==> src/rtl/fetch_unit.sv <==
// Fetch front end: credit-limited word fetch from imem into a FQ_DEPTH-entry queue feeding decode.
// Response to inst_valid takes 1 cycle; decode stalls throttle new requests through credits, responses are never stalled.
module fetch_unit #(
    parameter logic [31:0] RESET_PC = 32'h0000_0000,
    parameter int          FQ_DEPTH = 4
) (
    input  logic        clk,
    input  logic        rst,
    output logic        imem_req_valid,
    input  logic        imem_req_ready,
    output logic [31:0] imem_req_addr,
    input  logic        imem_rsp_valid,
    input  logic [31:0] imem_rsp_data,
    input  logic        imem_rsp_err,
    output logic        inst_valid,
    input  logic        inst_ready,
    output logic [31:0] inst,
    output logic [31:0] inst_pc,
    output logic        inst_fault,
    input  logic        redirect_valid,
    input  logic [31:0] redirect_pc
);
    localparam int PW = (FQ_DEPTH > 1) ? $clog2(FQ_DEPTH) : 1;
    localparam int CW = PW + 1;
    localparam int SW = CW + 2;

    if (FQ_DEPTH < 2 || (FQ_DEPTH & (FQ_DEPTH - 1)) != 0) begin : g_bad_depth
        $error("fetch_unit: FQ_DEPTH must be a power of two and at least 2");
    end
    if (RESET_PC[1:0] != 2'b00) begin : g_bad_reset_pc
        $error("fetch_unit: RESET_PC must be word aligned");
    end

    typedef struct packed {
        logic [31:0] word;
        logic [31:0] pc;
        logic        fault;
    } fq_entry_t;

    fq_entry_t     fq_mem [FQ_DEPTH];
    logic [PW-1:0] rd_ptr;
    logic [PW-1:0] wr_ptr;
    logic [CW-1:0] count;
    logic [CW-1:0] outstanding;
    logic [CW-1:0] drop_cnt;
    logic [31:0]   fetch_pc;
    logic [31:0]   rsp_pc;

    logic [SW-1:0] in_use;
    logic          req_fire;
    logic          rsp_keep;
    logic          rsp_drop;
    logic          pop;
    logic [31:0]   redirect_aligned;
    logic          unused_pc_bits;

    // Every accepted or dropped-pending request reserves a queue slot until it is resolved.
    assign in_use           = SW'(outstanding) + SW'(drop_cnt) + SW'(count);
    assign imem_req_valid   = !rst && !redirect_valid && (in_use < SW'(FQ_DEPTH));
    assign imem_req_addr    = fetch_pc;
    assign req_fire         = imem_req_valid && imem_req_ready;
    assign rsp_drop         = imem_rsp_valid && (drop_cnt != '0);
    assign rsp_keep         = imem_rsp_valid && (drop_cnt == '0);
    assign pop              = inst_valid && inst_ready;
    assign redirect_aligned = {redirect_pc[31:2], 2'b00};
    assign unused_pc_bits   = ^redirect_pc[1:0];

    assign inst_valid = (count != '0);
    assign inst       = fq_mem[rd_ptr].word;
    assign inst_pc    = fq_mem[rd_ptr].pc;
    assign inst_fault = fq_mem[rd_ptr].fault;

    always_ff @(posedge clk) begin
        if (rst) begin
            fetch_pc    <= RESET_PC;
            rsp_pc      <= RESET_PC;
            outstanding <= '0;
            drop_cnt    <= '0;
            count       <= '0;
            rd_ptr      <= '0;
            wr_ptr      <= '0;
        end else if (redirect_valid) begin
            // A response arriving now retires one of the in-flight requests as a drop.
            fetch_pc    <= redirect_aligned;
            rsp_pc      <= redirect_aligned;
            drop_cnt    <= drop_cnt + outstanding - CW'(imem_rsp_valid);
            outstanding <= '0;
            count       <= '0;
            rd_ptr      <= '0;
            wr_ptr      <= '0;
        end else begin
            if (req_fire) begin
                fetch_pc <= fetch_pc + 32'd4;
            end
            if (rsp_keep) begin
                rsp_pc <= rsp_pc + 32'd4;
                wr_ptr <= wr_ptr + PW'(1);
            end
            if (rsp_drop) begin
                drop_cnt <= drop_cnt - CW'(1);
            end
            if (pop) begin
                rd_ptr <= rd_ptr + PW'(1);
            end
            outstanding <= outstanding + CW'(req_fire) - CW'(rsp_keep);
            count       <= count + CW'(rsp_keep) - CW'(pop);
        end
    end

    always_ff @(posedge clk) begin
        if (rst) begin
            for (int i = 0; i < FQ_DEPTH; i++) begin
                fq_mem[i] <= '0;
            end
        end else if (rsp_keep && !redirect_valid) begin
            fq_mem[wr_ptr] <= '{word: imem_rsp_data, pc: rsp_pc, fault: imem_rsp_err};
        end
    end

    always_ff @(posedge clk) begin
        if (!rst && !redirect_valid) begin
            assert (!(rsp_keep && !pop && count == CW'(FQ_DEPTH)));
            assert (!(imem_rsp_valid && outstanding == '0 && drop_cnt == '0));
        end
    end
endmodule
==> config.mk <==
export PLATFORM = sky130hd
export DESIGN_NAME = fetch_unit
export DESIGN_NICKNAME = d
export VERILOG_FILES = /design/src/rtl/fetch_unit.sv
export SDC_FILE = /design/constraint.sdc
export NUM_CORES = 1
export LEC_CHECK = 0
export ABC_AREA = 1
export CORE_MARGIN = 2
export CORE_UTILIZATION = 45
export CTS_CLUSTER_SIZE = 14
export DETAILED_ROUTE_END_ITERATION = 10
export PLACE_DENSITY = 0.66
export SKIP_CTS_REPAIR_TIMING = 1
export SLEW_MARGIN = 20
export SYNTH_ARGS = -nofsm -noshare
export SYNTH_HDL_FRONTEND = slang
export SYNTH_SLANG_ARGS = --single-unit
==> constraint.sdc <==
create_clock -name clk -period 15.3 [get_ports clk]
set_clock_uncertainty 0.05 [all_clocks]
set_input_delay 3.06 -clock clk [delete_from_list [all_inputs] [get_ports clk]]
set_output_delay 3.06 -clock clk [all_outputs]
set_load 0.02 [all_outputs]
==> results by group, run 1 <==
Synth
  – Top FF cell, synth: edfxtp_1
  – Complex-gate fraction of the synthesized area: about a tenth
  – Post-synthesis xor/xnor area fraction: around 1.6%
  – Synth Cell Area: roughly 16000 sq um
  – Syn Inst Count: about 1800
  – Distinct cell type count after synthesis: 46
  – Synth Area per Inst: just under 9 sq um
  – Ys Warns: 0
  – Area share of the largest cell type after synthesis: between 40% and 50%
  – Flops & latches, synth: around 330
  – Seq/Total Area, Yosys: between 50% and 60%
  – Largest area contributor in the netlist: edfxtp_1
  – Synthesized-area fraction occupied by adder cells: 1.80%
  – Largest cells by area after synthesis: edfxtp_1, nor2_1, dfxtp_1
  – Largest family of logic cells by synthesized area: simple AND/OR/NAND/NOR gates
  – Synth Area in Simple Gates: between 20% and 30%
  – Post-synthesis async set-or-reset flop share: 0%
  – EDFF count, synth: between 200 and 300
  – Multiplexer area fraction after synthesis: 0%

STA
  – Fin crit period: between 8 and 9 ns
  – Final Hold Viols: 0
  – Final TNS setup: 0 ns
  – Achievable Freq: 119 MHz
  – Hold Slack: 0.409 ns
  – Final Cycle Share: between 50% and 60%
  – # setup viols final: 0
  – Slew headroom: between 30% and 40%
  – RSZ-0062 raised after global routing: no
  – Max-slew violations: 0
  – Actual slew at the worst max-slew pin: ~1.0 ns

Min path
  – WHS Path Cells: 2
  – Worst min path class: reg -> reg
  – Hold Startpoint: rd_ptr[1]

Setup path
  – Crit path buf inv count: 5
  – RR Endpoint: outstanding[2]
  – Flop2flop setup slack: between 10 and 15 ns
  – Worst path max stage delay: 0.58 ns
  – Crit path required time: about 12 ns
  – Slowest cell on crit path: clkdlybuf4s50_1
  – CP endpoint kind: output pin
  – Worst R2R Path Depth: 13
  – Worst setup path class: in -> out
  – Critical path startpoint category: input pin
  – Critical-path cell list: clkdlybuf4s50_1 > buf_4 > inv_4 > nand2_8 > nor3b_4 > nand2_1 > inv_1 > clkdlybuf4s50_1
  – Family with the most delay on the worst path: buffers and inverters
  – Critical path fanouts, max: 37
  – Crit path top cell by count: clkdlybuf4s50_1
  – Crit Reg-Reg Startpoint: count[1]
  – Crit path DAT: between 5 and 6 ns

Run status
  – Run status: completed

GRT
  – Initial antenna violation count: 0
  – Grt total ovfl: 0
  – All-layer global routing usage: between 20 and 25%
  – Largest net degree at the start of global routing: 90
  – Vias in the first global route: about 12000
  – First-pass GRT wire length: around 64000 microns

CTS
  – Clock latency on the worst-skew pair: about 0.5 ns
  – CTS buffer count: 35
  – Root Buffer: clkbuf_16
  – H-tree depth: 2
  – Clock tree sinks: 327
  – Worst-path clk slew: roughly 0.060 ns
  – Clock buffer depth: 3
  – CTS tree: built

Power
  – Power Density: between 100 and 150 nW/um^2
  – Peak supply drop: around 68 uV
  – Leakage: 6.96 nW
  – Total power: around 2.2 mW

Placement
  – Placer Congestion: about 0.93
  – HPWL Detailed: around 24000 microns
  – I/O Buffers: 163

Die
  – Core area: about 34000 sq um
  – Initial core utilization: roughly 46%
  – DIE AREA: around 36000 sq um
  – Row count: between 60 and 70
  – Chip width: approximately 190 microns
  – Die height: 191 microns
  – Total I/O pin count: 170

Layout
  – Final core utilization: a little over half
  – Layout cell share with drive strength beyond 1: approximately 5%
  – P&R area growth vs syn: 19.6%
  – Diodes inserted: 0
  – Fin nets: ~2000

Route
  – Detail Route Antenna Nets: 0
  – WL per Instance: approximately 17 microns
  – Number of remaining DRC errors: 0
  – 1st-iter DRT viols: between 1000 and 1500
  – WL final: between 40000 and 50000 microns
  – Via Count: about 13000
  – Via density: 5.27
  – Drt pass-1 iters: 6

Flow run
  – Max-cap check violation count: 0
==> worst max path at each step <==
stage                   start             end  slack, ns  cells past startpoint
5_1_grt                   rst  imem_req_valid       6.79                      8
2_1_floorplan  imem_rsp_valid    fq_mem[3][0]       6.40                      4
3_5_place_dp              rst  imem_req_valid       6.86                      8
3_3_place_gp              rst  imem_req_valid       6.85                      8
6_report                  rst  imem_req_valid       6.91                      8
4_1_cts                   rst  imem_req_valid       6.87                      8
==> per-stage QoR <==
| stage | instances | setup WS, ns | cell area, sq um |
|---|---|---|---|
| detailed placement | 2336 | 6.86 | 17700 |
| CTS | 2399 | 6.87 | 18800 |
| global placement | 2336 | 6.85 | 17700 |
| finish | 2399 | 6.91 | 18800 |
| global route | 2399 | 6.79 | 18800 |
| floorplan | 1797 | 6.40 | 15800 |
==> per-layer routing <==
layer	part of all wire [%]	global-route usage, %
met1	45	31.1
met2	47	36.8
met3	6.4	2.97
met4	2.2	6.71
met5	0	0
==> flip-flops by register name, indices dropped and copies added (netlist names), named ones only <==
signal         cells
fq_mem           252
imem_req_addr     30
rsp_pc            30
count              3
drop_cnt           3
outstanding        3
rd_ptr             2
wr_ptr             2
==> cell families after synthesis <==
family	Yosys count
flops	327
other cells	1
compound gates	298
simple gates	827
fa+ha+maj	19
xor+xnor	28
buf+inv	294
==> worst register-to-register path: cells and delay by family (launching register included) <==
family                   cells  cell delay [ns]
flip-flops                   1             0.40
AND/OR/NAND/NOR              3             0.78
adder cells (fa/ha/maj)      5             1.82
AO/OA/AOI/OAI                2             0.27
buffers and inverters        3             0.21
==> report_power, final <==
group	switching [mW]	leakage, nW	internal (mW)
combinational	0.187	3.18	0.107
sequential	0.0265	3.22	1.01
clock	0.340	0.558	0.486
==> synth_stat cells (9+ instances only) <==
cell type  number
nor2_1        456
nand2_1       269
edfxtp_1      252
inv_1         196
o21ai_0       174
dfxtp_1        75
clkbuf_1       71
o22ai_1        63
nand3_1        51
a21oi_1        40
xor2_1         21
nor3_1         18
ha_1           13
nand4_1        12
buf_2           9
==> cell usage in the layout, fill, tap and decap left out, types with 2 or more instances in the layout <==
cell             netlist  layout
a21oi_1               40      40
conb_1                 1       4
nor2_1               456     455
nand3_1               51      50
clkdlybuf4s50_1        0     163
clkbuf_1              71       3
o211ai_1               4       4
clkinv_4               1       2
xor2_1                21      21
ha_1                  13      13
inv_2                  3       3
clkinv_1               1       9
buf_4                  4      13
edfxtp_1             252     252
nand2_4                1       2
bufinv_16              0       3
nand2_1              269     267
o21ai_4                0       2
xnor2_1                7       7
or2_2                  3       3
clkinv_2               0      10
nand3b_1               4       4
o21ai_0              174     172
clkbuf_16              0      36
nor2_2                 5       6
o21bai_1               2       2
inv_1                196     195
o22ai_1               63      63
fa_1                   6       6
nand3_2                1       2
a31oi_1                8       8
dfxtp_1               75      73
nor3_1                18      18
nand4_1               12      12
nand2_2                1       2
==> final cells by class <==
cell class | instances | area, sq um
sequential | 327 | 9070
clock buffer | 40 | 926
fill | 3128 | 15600
clock inverter | 23 | 198
inverter | 202 | 768
tap | 455 | 569
timing repair buffer | 176 | 1730
multi-input combinational | 1176 | 5560
Power figures use the tool's default switching activity.
==> run 2: changes to the inputs <==
PLACE_DENSITY = 0.68   (was 0.66)
clock period = 6.8 ns   (was 15.3 ns; I/O delays follow)
==> run 2 against run 1 <==
  * Sequential share of layout area fell by 0.089 points
  * Combinational power rose by 130%
  * Critical path depth did not move
  * Via count fell by 0.12%
  * Register-to-register slack got worse by 8.5 ns
  * Setup slack got worse by 5.1 ns
  * First-iteration DRC count fell by 18%
  * Non-clock buffer count rose by 3
  * Global-route usage fell by 0.37 points
  * Critical path type unchanged
  * Largest power group unchanged
  * Highest routed layer unchanged
==> results by group, run 2 (synthesized netlist as in run 1, its figures left out) <==
Power
  – Leakage: 6.97 nW (about the same)
  – Peak supply drop: 160 uV (+140%)
  – Power Density: 259 nW/um^2 (+130%)

CTS
  – Clock tree sinks: 327 (unchanged)
  – Clock latency on the worst-skew pair: 0.52 ns (+0.02 ns)
  – CTS buffer count: 35 (unchanged)
  – Clock buffer depth: 3 (unchanged)
  – Root Buffer: clkbuf_16
  – Worst-path clk slew: 0.06 ns (about the same)
  – CTS tree: built
  – H-tree depth: 2 (unchanged)

Die
  – Core area: 34500 sq um (unchanged)
  – DIE AREA: 36500 sq um (unchanged)
  – Total I/O pin count: 170 (unchanged)
  – Die height: 191 microns (unchanged)
  – Row count: 68 (unchanged)
  – Chip width: 191 microns (unchanged)
  – Initial core utilization: 45.7% (unchanged)

Route
  – Via density: 5.27 (-0.16%)
  – Drt pass-1 iters: 5 (-1)
  – WL final: 40600 microns (-0.45%)
  – 1st-iter DRT viols: 852 (-18%)
  – WL per Instance: 16.9 microns (-0.49%)
  – Via Count: 12600 (-0.12%)
  – Detail Route Antenna Nets: 0 (unchanged)
  – Number of remaining DRC errors: 0 (unchanged)

GRT
  – All-layer global routing usage: 22.1% (-0.37 points)
  – Initial antenna violation count: 0 (unchanged)
  – Vias in the first global route: 12400 (-0.016%)
  – First-pass GRT wire length: 63600 microns (-1.4%)
  – Largest net degree at the start of global routing: 105 (+17%)
  – Grt total ovfl: 0 (unchanged)

Layout
  – Most frequent cells in the layout: nor2_1, nand2_1, edfxtp_1, inv_1, o21ai_0
  – Max reg flops: 252 (unchanged)
  – Diodes inserted: 0 (unchanged)
  – P&R area growth vs syn: 19.8%
  – Commonest non-fill, non-tap cell in the layout: nor2_1
  – Largest Register: fq_mem
  – Fin nets: 2011 (+0.15%)
  – FILL cells: 3108 (-0.64%)
  – Layout cell share with drive strength beyond 1: 5.14% (+0.15 points)

STA
  – Fin crit period: between 5 and 6 ns
  – Achievable Freq: between 150 and 200 MHz
  – Final Hold Viols: 0 (unchanged)
  – Hold Slack: 0.409 ns (+0.000472 ns)
  – Slew headroom: 29.0% (-1.3 points)
  – Final Cycle Share: 73.7%
  – Final setup margin: 1.79 ns (-5.12 ns)
  – Max-slew violations: 0 (unchanged)
  – RSZ-0062 raised after global routing: no
  – # setup viols final: 0 (unchanged)
  – Actual slew at the worst max-slew pin: 1.07 ns (+0.0202 ns)

Setup path
  – Crit path buf inv count: 5 (unchanged)
  – Critical-path cell list: clkdlybuf4s50_1 > buf_4 > inv_4 > nand2_8 > nor3b_4 > nand2_1 > inv_1 > clkdlybuf4s50_1
  – Crit path top cell by count: clkdlybuf4s50_1
  – Critical path fanouts, max: 37 (unchanged)
  – Slowest cell on crit path: clkdlybuf4s50_1
  – Crit path required time: 5.39 ns (-6.80 ns)
  – Worst path max stage delay: 0.59 ns (about the same)
  – CP endpoint kind: output pin
  – Flop2flop setup slack: 3.17 ns (-8.53 ns)
  – Family with the most delay on the worst path: buffers and inverters
  – Crit path DAT: 3.60 ns (-1.68 ns)
  – Worst setup path class: in -> out
  – Critical path startpoint category: input pin

Min path
  – Worst min path class: reg -> reg

Placement
  – HPWL Detailed: 24200 microns (+0.57%)
  – Dpl ws: 1.77 ns (-5.09 ns)
  – Placer Congestion: 0.865 (-6.8%)
  – I/O Buffers: 163 (unchanged)

Run status
  – Run status: completed

Flow run
  – Max-cap check violation count: 0 (unchanged)
[run 2: where the power goes]
group	internal (mW)	switching (mW)
Sequential	2.26	0.0578
Combinational	0.241	0.420
Clock	1.13	0.784
[run 2: layout make-up]
class | count | area [sq um] | share of cell area [%]
clock buffer | 41 | 920 | 4.88
clock inverter | 20 | 221 | 1.17
inverter | 202 | 768 | 4.07
multi-input combinational | 1176 | 5550 | 29.4
sequential | 327 | 9070 | 48.1
tap | 455 | 569 | 3.02
timing repair buffer | 179 | 1750 | 9.29
[run 2: path summary, 6_finish.rpt]
path | cells past startpoint | endpoint | startpoint
max | 8 | imem_req_valid | rst
min | 2 | register | rd_ptr[1]
max reg2reg | 13 | outstanding[2] | count[1]
min reg2reg | 2 | register | rd_ptr[1]
[run 2: per-layer routing]
layer	global-route usage [%]	wire length [microns]	up-vias
met5	0	0	-
met4	6.65	867	0
li1	-	-	6152
met2	36.9	19100	421
met3	2.96	2570	59
met1	29.9	18100	6004
[run 2: stage by stage]
stage	instances	setup TNS (ns)	total power, mW	util, %	instance area, sq um
5_1_grt	2400	0	5.08	54.7	18900
3_3_place_gp	2339	0	3.01	51.4	17700
3_5_place_dp	2339	0	3.02	51.4	17700
6_report	2400	0	4.89	54.7	18900
4_1_cts	2400	0	4.92	54.7	18900
2_1_floorplan	1797	-23.29	2.75	-	15800
[run 2: worst reg2reg max path, stage by stage (launching register included)]
cell	delay, ns
dfxtp_1	0.40
inv_1	0.11
fa_1	0.51
a21oi_1	0.16
fa_1	0.47
nor3b_4	0.27
nand3_4	0.21
ha_1	0.34
inv_1	0.07
ha_1	0.13
inv_1	0.05
fa_1	0.38
or2_2	0.30
a21oi_1	0.12
==> run 3: changes to the inputs <==
clock period = 4 ns   (was 6.8 ns; I/O delays follow)
==> run 3 against run 2 <==
  * Hold slack worse by 0.00075 ns
  * Non-clock buffer count up 7
  * Sequential share of layout area shrank 0.66 points
  * Highest routed layer unchanged
==> results by group, run 3 (synthesized netlist as in run 1, its figures left out) <==
Setup path
  – RR Endpoint: outstanding[2]
  – Critical-path cell list: inv_1 > fa_1 > a21oi_2 > fa_1 > nor3b_4 > nand2_1 > inv_1 > dlymetal6s2s_1
  – Worst setup path class: reg -> out
  – Crit path required time: 3.15 ns (-2.24 ns)
  – Flop2flop setup slack: 0.37 ns (-2.80 ns)
  – Critical path startpoint category: register
  – Critical path depth in cells: 8 (unchanged)
  – CP endpoint kind: output pin
  – Worst path max stage delay: 0.53 ns (-0.06 ns)
  – Slowest cell on crit path: fa_1
  – Crit Reg-Reg Startpoint: count[1]
  – Crit path buf inv count: 3 (-2)
  – Critical path fanouts, max: 3 (-92%)
  – Worst R2R Path Depth: 13 (unchanged)
  – Family with the most delay on the worst path: adder cells
  – Crit path DAT: 2.80 ns (-0.80 ns)

Min path
  – Hold Startpoint: rd_ptr[1]
  – Worst min path class: reg -> reg
  – WHS Path Cells: 2 (unchanged)

Layout
  – Commonest non-fill, non-tap cell in the layout: nor2_1
  – Largest Register: fq_mem
  – Fin cells: 2411 (+0.46%)
  – P&R area growth vs syn: 21.4%
  – Layout cell share with drive strength beyond 1: 5.62% (+0.48 points)
  – Most frequent cells in the layout: nor2_1, nand2_1, edfxtp_1, inv_1, o21ai_0
  – Fin nets: 2019 (+0.40%)
  – Max reg flops: 252 (unchanged)
  – Diodes inserted: 0 (unchanged)

STA
  – Max-slew violations: 0 (unchanged)
  – RSZ-0062 raised after global routing: no
  – # setup viols final: 0 (unchanged)
  – Achievable Freq: 274 MHz
  – Fin crit period: around 3.6 ns
  – Final setup margin: 0.355 ns (-1.44 ns)
  – Final Cycle Share: around nine tenths
  – Actual slew at the worst max-slew pin: 0.875 ns (-0.190 ns)
  – Slew headroom: 41.6% (+13 points)
  – Final Hold Viols: 0 (unchanged)

CTS
  – CTS tree: built
  – Clock latency on the worst-skew pair: 0.51 ns (about the same)
  – CTS buffer count: 36 (+2.9%)
  – Clock tree sinks: 327 (unchanged)
  – Clock buffer depth: 3 (unchanged)
  – Root Buffer: clkbuf_16
  – Worst-path clk slew: 0.06 ns (about the same)
  – H-tree depth: 2 (unchanged)

Route
  – Detail Route Antenna Nets: 0 (unchanged)
  – Via density: 5.26 (about the same)
  – Drt pass-1 iters: 5 (unchanged)
  – WL per Instance: 17.0 microns (+0.45%)
  – Via Count: 12700 (+0.37%)
  – WL final: 41000 microns (+0.91%)
  – 1st-iter DRT viols: 1147 (+35%)
  – Number of remaining DRC errors: 0 (unchanged)

Placement
  – Placer Congestion: 0.859 (-0.65%)
  – I/O Buffers: 163 (unchanged)
  – HPWL Detailed: 25100 microns (+3.7%)
  – Placed cell count: 2346 (+0.30%)
  – Dpl ws: 0.331 ns (-1.44 ns)

Die
  – DIE AREA: 36500 sq um (unchanged)
  – Row count: 68 (unchanged)
  – Core area: 34500 sq um (unchanged)
  – Initial core utilization: 45.7% (unchanged)
  – Die height: 191 microns (unchanged)
  – Total I/O pin count: 170 (unchanged)
  – Chip width: 191 microns (unchanged)

Power
  – Leakage: 7.11 nW (+2.1%)
  – Peak supply drop: 262 uV (+64%)
  – Power Density: 445 nW/um^2 (+72%)
  – Total power: 8.50 mW (+74%)

Flow run
  – Max-cap check violation count: 0 (unchanged)

GRT
  – Initial antenna violation count: 0 (unchanged)
  – First-pass GRT wire length: 64800 microns (+2.0%)
  – All-layer global routing usage: 22.4% (+0.34 points)
  – Vias in the first global route: 12400 (-0.21%)
  – Largest net degree at the start of global routing: 127 (+21%)
  – Grt total ovfl: 0 (unchanged)

Run status
  – Run status: completed
run 3: worst register-to-register path, stage by stage, from the launching register on:
cell     delay, ns
dfxtp_1       0.40
inv_1         0.11
fa_1          0.53
a21oi_2       0.17
fa_1          0.47
nor3b_4       0.27
nand3_4       0.20
ha_1          0.32
inv_1         0.06
ha_1          0.13
inv_1         0.05
fa_1          0.37
or2_2         0.31
a21oi_1       0.12
run 3: worst max path at each step:
stage / from / to / slack [ns]
after detailed placement: count[1] / outstanding[2] / 0.33
final: count[1] / imem_req_valid / 0.35
after global placement: count[1] / outstanding[2] / 0.50
after CTS: count[1] / imem_req_valid / -0.09
after floorplan: imem_rsp_valid / fq_mem[1][0] / -0.73
after global routing: count[1] / outstanding[2] / 0.16
run 3: area by class of cell:
class	instances	area, sq um
clock inverter	24	285
clock buffer	41	940
multi-input combinational	1176	5550
timing repair buffer	186	1930
inverter	202	767
sequential	327	9070
fill	3075	15300
tap	455	569
run 3: through the flow:
stage	hold WS (ns)	utilization (%)	area [sq um]	TNS, ns
floorplan	0.386	-	15800	-134.12
global placement	0.402	51.9	17900	0
detailed placement	0.401	51.9	17900	0
CTS	0.410	55.5	19100	-0.0889
global route	0.443	55.5	19100	0
finish	0.409	55.5	19100	0
run 3: where the power goes:
part / switching, mW / internal, mW
Clock: 1.33 / 2.08
Combinational: 0.726 / 0.428
Sequential: 0.0962 / 3.84
Total: 2.15 / 6.35
run 3: layer usage:
metal  vias up  global-route usage [%]  part of all wire (%)
li1       6162                       -                     -
met1      6014                    30.6                    44
met2       456                    37.6                    47
met3        51                    3.25                   6.9
met4         0                    5.46                   1.8
met5         -                       0                     0
